`config.mk`:
```
export PLATFORM = sky130hd
export DESIGN_NAME = la_vrrsel6
export DESIGN_NICKNAME = d
export VERILOG_FILES = /design/src/rtl/la_vrrsel6_pkg.sv /design/src/rtl/la_rrpick6.sv /design/src/rtl/la_vrrsel6.sv
export SDC_FILE = /design/constraint.sdc
export NUM_CORES = 1
export LEC_CHECK = 0
export ABC_AREA = 1
export CORE_MARGIN = 10
export CORE_UTILIZATION = 55
export CTS_CLUSTER_SIZE = 30
export DETAILED_ROUTE_END_ITERATION = 10
export PLACE_DENSITY = 0.75
export REMOVE_ABC_BUFFERS = 1
export SYNTH_ARGS = -nofsm -noshare
export SYNTH_HDL_FRONTEND = slang
export SYNTH_SLANG_ARGS = --single-unit
```
`constraint.sdc`:
```
create_clock -name clk -period 4.7 [get_ports clk]
set_clock_uncertainty 0.05 [all_clocks]
set_input_delay 0.94 -clock clk [delete_from_list [all_inputs] [get_ports clk]]
set_output_delay 0.94 -clock clk [all_outputs]
set_load 0.1 [all_outputs]
```
`src/rtl/la_vrrsel6_pkg.sv`:
```
// rtl/la_vrrsel6_pkg.sv - shared constants, state type and pointer helpers for la_vrrsel6
package la_vrrsel6_pkg;

  localparam int NREQ = 6;
  localparam int PTRW = 3;

  typedef enum logic {
    IDLE  = 1'b0,
    GRANT = 1'b1
  } state_t;

  // Mod-6 increment; 6 and 7 never occur but fold to 0 to stay in range.
  function automatic logic [PTRW-1:0] next_ptr(input logic [PTRW-1:0] p);
    return (p >= 3'd5) ? 3'd0 : p + 3'd1;
  endfunction

  function automatic logic [PTRW-1:0] onehot_idx(input logic [NREQ-1:0] oh);
    logic [PTRW-1:0] idx;
    idx = '0;
    for (int i = 0; i < NREQ; i++) begin
      if (oh[i]) idx = idx | PTRW'(i);
    end
    return idx;
  endfunction

endpackage

```
`src/rtl/la_rrpick6.sv`:
```
// rtl/la_rrpick6.sv - combinational round-robin pick over six requesters
module la_rrpick6
  import la_vrrsel6_pkg::*;
(
  input  logic [NREQ-1:0] req,
  input  logic [PTRW-1:0] ptr,
  output logic [NREQ-1:0] pick,
  output logic [PTRW-1:0] idx
);

  logic            found;
  logic [PTRW-1:0] pos;

  // Scan ptr+1 .. ptr+6 (mod 6); the last granted requester is checked last.
  always_comb begin
    pick  = '0;
    idx   = '0;
    found = 1'b0;
    pos   = next_ptr(ptr);
    for (int i = 0; i < NREQ; i++) begin
      if (!found && req[pos]) begin
        found     = 1'b1;
        pick[pos] = 1'b1;
        idx       = pos;
      end
      pos = next_ptr(pos);
    end
  end

endmodule

```
`src/rtl/la_vrrsel6.sv`:
```
// rtl/la_vrrsel6.sv - 6-way round-robin arbiter with registered one-hot selects; LA_VRRSEL6_LOCK_EN adds lock
module la_vrrsel6
  import la_vrrsel6_pkg::*;
#(
  parameter                  PROP     = "DEFAULT",
  parameter logic [PTRW-1:0] RESETPTR = 3'd5
)(
  input  logic            clk,
  input  logic            reset,
  input  logic [NREQ-1:0] req,
  output logic            valid,
  input  logic            ready,
  output logic            sel5,
  output logic            sel4,
  output logic            sel3,
  output logic            sel2,
  output logic            sel1,
  output logic            sel0,
  output logic [NREQ-1:0] ack
`ifdef LA_VRRSEL6_LOCK_EN
  ,
  input  logic            lock
`endif
);

  // PROP only steers cell selection in implementation flows.
  if (PROP != "DEFAULT") begin : g_prop
  end

  state_t          state, state_n;
  logic [NREQ-1:0] sel, sel_n;
  logic [PTRW-1:0] ptr, ptr_n;

  logic            accept;
  logic            hold;
  logic [PTRW-1:0] sel_idx;
  logic [NREQ-1:0] pick_req;
  logic [PTRW-1:0] pick_ptr;
  logic [NREQ-1:0] pick;
  logic [PTRW-1:0] pick_idx;

  assign accept  = (state == GRANT) && ready;
  assign sel_idx = onehot_idx(sel);

`ifdef LA_VRRSEL6_LOCK_EN
  assign hold = accept && lock;
`else
  assign hold = 1'b0;
`endif

  // On accept the grantee is masked and the scan starts after it, which is
  // the pointer value it is about to become.
  always_comb begin
    pick_req = req;
    pick_ptr = ptr;
    if (state == GRANT) begin
      pick_req = req & ~sel;
      pick_ptr = sel_idx;
    end
  end

  la_rrpick6 u_pick (
    .req  (pick_req),
    .ptr  (pick_ptr),
    .pick (pick),
    .idx  (pick_idx)
  );

  always_comb begin
    state_n = state;
    sel_n   = sel;
    ptr_n   = ptr;
    case (state)
      IDLE: begin
        if (|req) begin
          sel_n   = pick;
          state_n = GRANT;
        end
      end
      GRANT: begin
        if (accept && !hold) begin
          ptr_n = sel_idx;
          if (|pick_req) begin
            sel_n = pick;
          end else begin
            sel_n   = '0;
            state_n = IDLE;
          end
        end
      end
      default: begin
        sel_n   = '0;
        state_n = IDLE;
      end
    endcase
  end

  always_ff @(posedge clk) begin
    if (reset) begin
      state <= IDLE;
      sel   <= '0;
      ptr   <= RESETPTR;
    end else begin
      state <= state_n;
      sel   <= sel_n;
      ptr   <= ptr_n;
    end
  end

  // A reset edge discards the beat, so no ack is reported for it.
  assign ack   = (accept && !reset) ? sel : '0;
  assign valid = (state == GRANT);

  assign {sel5, sel4, sel3, sel2, sel1, sel0} = sel;

  logic unused_pick_idx;
  assign unused_pick_idx = ^pick_idx;

endmodule
```
==> results.md <==
- Post-route insts no fill: 369
- Highest Clock Rate: 233 MHz
- Wire length of the first global-routing pass: 8270 microns
- Core footprint: 3080 sq um
- Largest fanout of any net on the critical path: 12
- Outcome: finished clean
- Die span in x: 77.0 microns
- Vias per cell: 5.59
- DIE AREA: 5920 sq um
- Initial core utilization: 58.0%
- Initial antenna violation count: 0
- Most common library cell in the layout ignoring fill and taps: sky130_fd_sc_hd__nand2_1
- Half-perimeter wire length of the detailed placement result: 4180 microns
- Total of cells resized after clock tree synthesis: 0
- Number of enable flip-flop cells after synthesis: 0
- Final Hold Viols: 0
- Grt ovf: 0
- Number of rows in the core area: 20
- Routed wirelength normalized by instance count: 13.8 microns
- Number of placed instances with taps included: 365
- Number of max-slew violations in the final report: 0
- Die height: 77.0 microns
- Count of port buffers added during placement: 21
- CTS tree: done
- Async S/R FF share, synth: 0%
- Setup repair after global routing missed its margin: no
- Number of nets at the end of the flow: 341
- Post-synthesis area per instance: 5.91 sq um
- CTS Hold Buffers Added: 0
- Highest routed metal layer: met4
- Maximum count of clock buffers along a single path: 2
- Detailed-route wire length: 5080 microns
- Post-Syn Area: 1780 sq um
- Amount of wire on met2 after detailed routing: 2370 microns
- Count of yosys warnings during synthesis: 0
- Req. time, crit path: 4850 ps
- Diode insertion count for antenna repair: 0
- Later-pin clock latency in the skew report: 280 ps
- TritonCTS buffer count: 3
- Seq cells post-synth: 10
- Highest-count cells in the layout ignoring fill and taps: sky130_fd_sc_hd__nand2_1, sky130_fd_sc_hd__inv_1, sky130_fd_sc_hd__nand3_1, sky130_fd_sc_hd__nor2_1, sky130_fd_sc_hd__clkdlybuf4s50_1
- Actual transition at the worst max-transition pin: 983 ps
- Fraction of layout instances using a drive strength above 1: 19.1%
- Slowest stage cell on the critical path: sky130_fd_sc_hd__dfxtp_2
- Crit. End Element: flop
- Clk sink count: 10
- First-pass detailed-route iteration total: 5
- Clock transition at the registers of the reported paths: 70 ps
- Number of remaining DRC errors: 0
- Post CTS Setup Buffer Count: 0
- Buffer type at the clock tree root: sky130_fd_sc_hd__clkbuf_4
- Via count of the first global-routing pass: 1846
- Area added between synthesis and finish: 14.4%
- Primary flip-flop cell chosen by synthesis mapping: sky130_fd_sc_hd__dfxtp_1
- DRC marker count from the first detailed-route iteration: 266
- Length of routed met3 wiring: 457 microns
- Sequential element share of the synthesized area: 11.2%
- Top cells by area in the synthesized netlist: sky130_fd_sc_hd__nand2_1, sky130_fd_sc_hd__dfxtp_1, sky130_fd_sc_hd__nand3_1
- Kind of start point of the critical path: flop
- Combined global-route utilization of all metal layers: 16.2%
- Worst r2r path cells: 29
- Number of cells produced by synthesis: 302
- Class of the most critical setup path: reg -> reg
- Arrival time of data at the critical path endpoint: 4440 ps
- Post-Place Cell Area: 2000 sq um
- Met1 layer wirelength in the final routing: 2170 microns
- Portion of synthesized cell area occupied by the leading cell type: 14.7%
- IO Count: 22
- Global placement routability congestion: 0.943
- Residual antenna-violating net count after detailed routing: 0
- Largest stage delay, worst path: 380 ps
- Post-layout min period: 4290 ps
- Largest net degree at the start of global routing: 13
- Worst hold-check path type: reg -> reg
- Worst hold path cell count: 2
- Ratio of final minimum period to clock period: 91.2%
- Synth area leader: sky130_fd_sc_hd__nand2_1
- Vias after detailed routing: 2062
- Worst slew margin: 34.2%
- CTS HTree Levels: 1
- Area of all placed cells without fillers: 2040 sq um
- Sum Neg Setup Slack: 0 ps
- Post-synth cell types: 37
- Count of max-cap constraint violations: 0
- Final number of setup-violating endpoints: 0
-- cells by family (layout without fill, tap and decap cells) --
group / count (synthesis) / in the layout / share of synthesized area [%]
and+or+nand+nor: 184 / 184 / 53.9
buffers and inverters: 56 / 79 / 13.8
AOI/OAI and AO/OA: 46 / 46 / 16.9
DFF: 10 / 10 / 11.2
adders and majority gates: 6 / 6 / 4.21
-- metrics by stage --
step           util [%]  hold WS (ps)  worst slack [ps]
2_1_floorplan         -           378              13.0
3_3_place_gp       65.1           413               503
3_5_place_dp       65.1           415               400
4_1_cts            66.3           431               392
5_1_grt            66.3           485              52.0
6_report           66.3           425               412
-- critical path: cells and delay by family, from the launching register on --
family          cells  cell delay [ps]
compound gates      4              650
flops               1              380
fa+ha+maj           3              650
buf+inv             6              660
simple gates       16             1820
-- area by class of cell --
class	count	area (sq um)
clock buffers	4	36.3
fillers	320	1040
flip-flops and latches	10	201
inverters	51	194
repair buffers	24	218
well taps	44	55.1
multi-input cells	236	1340
-- per-layer routing --
layer  GRT usage (%)  up-vias
li1                -     1046
met1            20.0      905
met2            27.6      102
met3            2.80        9
met4            5.20        0
met5               0        -
-- Yosys cell counts (all sizes together) (2+ instances only) --
cell / instances
o21a: 2
nand3b: 2
a21oi: 19
nor2: 26
o21ai: 16
nand4: 15
nor4: 2
dfxtp: 10
o211ai: 2
buf: 4
nand2: 92
nor3: 3
nand3: 43
inv: 51
ha: 6
o21bai: 2
-- final timing paths --
check                             from      to  slack [ps]
worst max-delay path             valid  sel[0]         410
worst min-delay path            ptr[0]  ptr[0]         420
worst max register to register   valid  sel[0]         410
worst min register to register  ptr[0]  ptr[0]         420
-- flip-flops by register name, indices dropped and copies added, names as in the netlist --
name / flops
sel: 6
ptr: 3
valid: 1
Power is left out: the tool's default activity adds up to more than one toggle a clock period on the data nets, which glitch-free logic cannot reach.
